$ cat src/rtl/trivium_seq.sv
// rtl/trivium_seq.sv - Key/data sequencer and output FIFO for a Trivium keystream core
module trivium_seq #(
    parameter int KEY_BITS     = 80,
    parameter int BURST_LEN    = 256,
    parameter int OBUF_DEPTH   = 32,
    parameter int INIT_TIMEOUT = 4095
) (
    input  logic                clk,
    input  logic                rst,
    input  logic [KEY_BITS-1:0] key_in,
    input  logic                key_valid,
    output logic                key_ready,
    input  logic [7:0]          din,
    input  logic                din_valid,
    output logic                din_ready,
    output logic [7:0]          dout,
    output logic                dout_valid,
    input  logic                dout_ready,
    output logic                core_key,
    output logic                core_strob_key,
    output logic [7:0]          core_data,
    output logic                core_strob_data,
    output logic [1:0]          core_fifo_cnd,
    input  logic [7:0]          core_stream,
    input  logic                core_wt_sgn,
    input  logic [7:0]          core_sign,
    output logic                busy,
    output logic                err,
    output logic                ovf
);

    localparam int AW = $clog2(OBUF_DEPTH);
    localparam int CW = AW + 1;
    localparam int BW = $clog2(KEY_BITS);
    localparam int LW = $clog2(BURST_LEN + 1);
    localparam int TW = $clog2(INIT_TIMEOUT + 1);

    typedef enum logic [2:0] {
        S_IDLE, S_LOAD_KEY, S_RELEASE, S_WAIT_INIT, S_WAIT_DATA, S_SEND, S_BURST
    } state_t;

    state_t                state_q, state_d;
    logic [KEY_BITS-1:0]   shreg_q, shreg_d;
    logic [BW-1:0]         bit_cnt_q, bit_cnt_d;
    logic [TW-1:0]         tmo_q, tmo_d;
    logic [LW-1:0]         burst_q, burst_d;
    logic [7:0]            core_data_q, core_data_d;
    logic                  err_q, err_d;
    logic                  ovf_q, ovf_d;
    logic [AW-1:0]         wr_ptr_q, wr_ptr_d;
    logic [AW-1:0]         rd_ptr_q, rd_ptr_d;
    logic [CW-1:0]         count_q, count_d;
    logic [1:0]            fifo_cnd_q, fifo_cnd_d;
    logic [7:0]            mem_q [OBUF_DEPTH];
    logic [7:0]            mem_d [OBUF_DEPTH];

    logic abort;
    logic push_req;
    logic push_ok;
    logic pop;
    logic full;
    logic unused_sign;

    assign unused_sign = ^{core_sign[7], core_sign[4:3], core_sign[1:0]};
    assign abort       = (state_q != S_IDLE) && (core_sign[5] || core_sign[6]);
    assign full        = (count_q == CW'(OBUF_DEPTH));
    assign pop         = (count_q != '0) && dout_ready;

    always_comb begin
        state_d         = state_q;
        shreg_d         = shreg_q;
        bit_cnt_d       = bit_cnt_q;
        tmo_d           = tmo_q;
        burst_d         = burst_q;
        core_data_d     = core_data_q;
        err_d           = err_q;
        ovf_d           = ovf_q;
        key_ready       = 1'b0;
        din_ready       = 1'b0;
        core_strob_key  = 1'b0;
        core_strob_data = 1'b0;
        push_req        = 1'b0;

        case (state_q)
            S_IDLE: begin
                key_ready = 1'b1;
                if (key_valid) begin
                    shreg_d   = key_in;
                    err_d     = 1'b0;
                    ovf_d     = 1'b0;
                    bit_cnt_d = '0;
                    state_d   = S_LOAD_KEY;
                end
            end
            S_LOAD_KEY: begin
                core_strob_key = 1'b1;
                shreg_d        = {shreg_q[KEY_BITS-2:0], 1'b0};
                bit_cnt_d      = bit_cnt_q + BW'(1);
                if (bit_cnt_q == BW'(KEY_BITS - 1)) begin
                    state_d = S_RELEASE;
                end
            end
            S_RELEASE: begin
                tmo_d   = '0;
                state_d = S_WAIT_INIT;
            end
            S_WAIT_INIT: begin
                tmo_d = tmo_q + TW'(1);
                if (core_sign[2]) begin
                    state_d = S_WAIT_DATA;
                end else if (tmo_d == TW'(INIT_TIMEOUT)) begin
                    err_d   = 1'b1;
                    state_d = S_IDLE;
                end
            end
            S_WAIT_DATA: begin
                din_ready = 1'b1;
                if (din_valid) begin
                    core_data_d = din;
                    state_d     = S_SEND;
                end
            end
            S_SEND: begin
                core_strob_data = 1'b1;
                burst_d         = '0;
                state_d         = S_BURST;
            end
            S_BURST: begin
                push_req = core_wt_sgn;
                // Dropped bytes still count toward the burst length.
                if (core_wt_sgn) begin
                    burst_d = burst_q + LW'(1);
                    if (burst_d == LW'(BURST_LEN)) begin
                        state_d = S_WAIT_DATA;
                    end
                end
            end
            default: state_d = S_IDLE;
        endcase

        if (abort) begin
            err_d           = 1'b1;
            state_d         = S_IDLE;
            core_strob_key  = 1'b0;
            core_strob_data = 1'b0;
        end

        // A pop in the same cycle frees the slot, so a full FIFO still accepts.
        push_ok = push_req && (!full || pop);
        if (push_req && full && !pop) begin
            ovf_d = 1'b1;
        end

        mem_d    = mem_q;
        wr_ptr_d = wr_ptr_q;
        rd_ptr_d = rd_ptr_q;
        count_d  = count_q;
        if (push_ok) begin
            mem_d[wr_ptr_q] = core_stream;
            wr_ptr_d        = wr_ptr_q + AW'(1);
        end
        if (pop) begin
            rd_ptr_d = rd_ptr_q + AW'(1);
        end
        case ({push_ok, pop})
            2'b10:   count_d = count_q + CW'(1);
            2'b01:   count_d = count_q - CW'(1);
            default: count_d = count_q;
        endcase

        fifo_cnd_d = {full, (count_q >= CW'(OBUF_DEPTH / 2))};
    end

    always_ff @(posedge clk or negedge rst) begin
        if (!rst) begin
            state_q     <= S_IDLE;
            shreg_q     <= '0;
            bit_cnt_q   <= '0;
            tmo_q       <= '0;
            burst_q     <= '0;
            core_data_q <= '0;
            err_q       <= 1'b0;
            ovf_q       <= 1'b0;
            wr_ptr_q    <= '0;
            rd_ptr_q    <= '0;
            count_q     <= '0;
            fifo_cnd_q  <= '0;
        end else begin
            state_q     <= state_d;
            shreg_q     <= shreg_d;
            bit_cnt_q   <= bit_cnt_d;
            tmo_q       <= tmo_d;
            burst_q     <= burst_d;
            core_data_q <= core_data_d;
            err_q       <= err_d;
            ovf_q       <= ovf_d;
            wr_ptr_q    <= wr_ptr_d;
            rd_ptr_q    <= rd_ptr_d;
            count_q     <= count_d;
            fifo_cnd_q  <= fifo_cnd_d;
        end
    end

    // Storage needs no reset: the count gates everything read out of it.
    always_ff @(posedge clk) begin
        mem_q <= mem_d;
    end

    assign dout          = (count_q != '0) ? mem_q[rd_ptr_q] : 8'h00;
    assign dout_valid    = (count_q != '0);
    assign core_key      = core_strob_key & shreg_q[KEY_BITS-1];
    assign core_data     = core_data_q;
    assign core_fifo_cnd = fifo_cnd_q;
    assign busy          = (state_q != S_IDLE);
    assign err           = err_q;
    assign ovf           = ovf_q;

endmodule

$ cat config.mk
export PLATFORM = sky130hd
export DESIGN_NAME = trivium_seq
export DESIGN_NICKNAME = d
export VERILOG_FILES = /design/src/rtl/trivium_seq.sv
export SDC_FILE = /design/constraint.sdc
export NUM_CORES = 1
export LEC_CHECK = 0
export CORE_AREA = 2 2 192 194
export CTS_BUF_LIST = sky130_fd_sc_hd__clkbuf_4
export DETAILED_ROUTE_END_ITERATION = 10
export DIE_AREA = 0 0 194 196
export PLACE_DENSITY_LB_ADDON = 0.2
export REMOVE_ABC_BUFFERS = 1
export SLEW_MARGIN = 20
export SYNTH_ARGS = -nofsm -noshare
export SYNTH_HDL_FRONTEND = slang
export SYNTH_SLANG_ARGS = --single-unit
$ cat constraint.sdc
create_clock -name clk -period 5.9 [get_ports clk]
set_input_delay 1.18 -clock clk [delete_from_list [all_inputs] [get_ports clk]]
set_output_delay 1.18 -clock clk [all_outputs]
set_load 0.03 [all_outputs]
==> results.md <==
* Final nets at 1,458
* Internal power at 5.56 mW
* Simple-gate area share of the yosys netlist at 0.0985
* Slew headroom at 0.305
* Final period utilization at 0.859
* Power Density at 414 nW/µm²
* PortBufs at 131
* Yosys cell types at 61
* Critical path arrival at 3.89 ns
* Rows at 70
* CTS HTree Levels at 3
* Grt ovf at 0
* Worst-Margin Slew at 1.04 ns
* Layout Area Growth over Synthesis at 17.7%
* CTS tree: yes
* Status: finished, final reports clean
* Die Ht at 196 µm
* Share of cells above drive strength 1 at 0.192
* RD Place Congestion at 0.823
* Dpl ws at 1.59 ns
* Synth Instances at 1,159
* Yosys top cell by area: edfxtp_1
* Part of the power in registers at 0.452
* Vias in the first global route at 10,347
* Die area at 38,000 µm²
* CP endpoint kind: primary output
* Crit-path max FO at 40
* CP required at 4.72 ns
* Clock buffer depth at 3
* Pleak at 7.15 nW
* Final Max Tran Viols at 0
* Post-CTS sizing at 0
* Effective utilization at floorplan at 0.461
* Router iterations before antenna repair at 5
* Boundary Pins at 137
* Post-synth design cell area at 16,600 µm²
* WL met1 at 15,300 µm
* Met2 wire len at 16,600 µm
* Synth Area in Compound Gates at 0.0702
* Met3 wire length at 2050 µm
* Vias per cell at 5.41
* Endpoints failing setup at 0
* Clock skew at 0.0627 ns
* Most frequent cell after synthesis: edfxtp_1
* CTS Buf Count at 100
* Final hold vios at 0
* Detailed-route wire length at 34,800 µm
* First-pass GRT wire length at 55,600 µm
* Vias at 10,181
* Worst-Skew Late Latency at 0.78 ns
* Synth Register Bits at 395
* Synthesized area per cell at 14.3 µm²
* Clock root buffer: clkbuf_4
* CP Launch Type: flip-flop
* Switching Share at 0.314
* Register area share after synthesis at 0.672
* Fraction of registers with async set/reset at 0.352
* Ranking of synthesized cells by area: edfxtp_1 (46%), dfrtp_1 (21%), mux4_2 (8.7%)
* Final ANT Viol Nets at 0
* Initial drt markers at 754
* Max Used Layer: met4
* Clock-pin slew on the worst setup and hold paths at 0.06 ns
* Total core area at 36,100 µm²
* Proportion of power drawn by the clock network at 0.283
* Critical setup path kind: flip-flop to primary output
* Switch Pwr at 2.55 mW
* DRC at 0
* Max Freq at 197 MHz
* Post-DP HPWL at 21,200 µm
* HP Class: flip-flop to flip-flop
* Die width at 194 µm
* Post-synth EDFFs at 256
* Post-synth top cells: edfxtp_1 (256), nor2_1 (180), dfrtp_1 (139)
* Fillers at 3,065
* Combinational family with the most area after synthesis: multiplexers
* Placed cell area at 18,300 µm²
* Final setup margin at 0.834 ns
* Tot GR Track Use at 0.188
* Initial antenna violation count at 2
* Adder-cell share of the synthesized area at 0.00903
* Post-route setup TNS at 0 ns
* Final min period at 5.07 ns
* Clock sinks at 395
* DR WL/cell at 18.5 µm
* # hold bufs at CTS at 0
* Worst VDD drop at 0.205 mV
* Mux contribution to synthesized area at 0.116
* Post-CTS Setup Inserts at 0
* Gate power share at 0.265
* Max-cap violation count at 0
* Synth top area share at 0.462
* Final instance area at 19,600 µm²
* Top_reg_cell synth: edfxtp_1
* YS warnings at 0
* Xor/xnor cell area share of the yosys netlist at 0.0100
* Largest net degree at the start of global routing at 107
* RSZ-0062 raised after global routing: false
## stage by stage
| step | hold slack (ns) | utilization | instances | total power [mW] |
|---|---|---|---|---|
| finish | 0.475 | 0.542 | 1881 | 8.10 |
| detailed placement | 0.463 | 0.507 | 1702 | 5.89 |
| global route | 0.509 | 0.542 | 1881 | 8.58 |
| floorplan | 0.438 | - | 1092 | 5.14 |
| global placement | 0.451 | 0.507 | 1702 | 5.85 |
| CTS | 0.479 | 0.543 | 1879 | 8.22 |
## sequential cells by signal (all words and copies together) (netlist names)
register / flops
mem_q: 256
shreg_q: 80
tmo_q: 12
burst_q: 9
core_data: 8
bit_cnt_q: 7
count_q: 6
rd_ptr_q: 5
wr_ptr_q: 5
state_q: 3
core_fifo_cnd: 2
err: 1
ovf: 1
## layout make-up
type | instances | area, µm² | area share
diodes | 2 | 5.00 | 0.000256
clock buffers | 147 | 1100 | 0.0564
clock inverters | 30 | 186 | 0.00953
inverters | 17 | 63.8 | 0.00326
multi-input cells | 680 | 5050 | 0.258
flip-flops and latches | 395 | 11200 | 0.571
well taps | 468 | 586 | 0.0299
repair buffers | 142 | 1390 | 0.0712
## worst paths after layout
path	start	to	slack (ns)	depth (start not counted)
min in group asynchronous	rst	shreg_q[27]	0.53	1
worst min-delay path	shreg_q[72]	shreg_q[72]	0.47	2
worst max register to register	state_q[2]	mem_q[214]	2.67	4
max in group asynchronous	rst	shreg_q[64]	4.30	2
worst min register to register	shreg_q[72]	shreg_q[72]	0.47	2
worst max-delay path	rd_ptr_q[0]	dout[6]	0.83	6
## power by group through the flow
stage / Sequential, mW / Clock (mW) / Combinational [mW]
2_1_floorplan: 3.73 / 0 / 1.41
3_3_place_gp: 3.71 / 0 / 2.14
3_5_place_dp: 3.72 / 0 / 2.17
4_1_cts: 3.67 / 2.38 / 2.17
5_1_grt: 3.72 / 2.53 / 2.33
6_report: 3.66 / 2.29 / 2.15
## cell usage in the layout (no fill, tap or decap), types with 10 or more instances in the layout
cell	instances
a21oi_1	12
a22oi_1	35
and3_1	13
clkbuf_4	147
clkdlybuf4s50_1	124
clkinv_1	20
dfrtp_1	136
edfxtp_1	256
ha_1	12
inv_1	17
mux2_2	10
mux2i_1	37
mux4_2	64
nand2_1	83
nand3_1	15
nor2_1	180
o21ai_0	39
o22ai_1	63
xnor2_1	14
## worst max-delay path, cell delays in order (launching register included)
cell	delay [ns]
dfrtp_4	0.78
buf_12	0.38
mux4_2	0.54
mux2i_1	0.36
a22oi_1	0.15
and3_1	0.25
clkdlybuf4s50_1	0.60
## metal layers
metal,GRT usage,vias up
met3,0.0390,56
met2,0.294,282
met5,0,-
met4,0.0808,0
li1,-,4793
met1,0.256,5050
## cell families (layout without fill, tap and decap cells)
| family | Yosys count | in the layout |
|---|---|---|
| XOR/XNOR | 19 | 19 |
| flip-flops | 395 | 395 |
| multiplexers | 111 | 111 |
| other | 0 | 2 |
| buffers and inverters | 84 | 336 |
| adder cells (fa/ha/maj) | 12 | 12 |
| AO/OA/AOI/OAI | 182 | 182 |
| AND/OR/NAND/NOR | 356 | 356 |
Note: power is estimated with default switching activity, not from simulation.
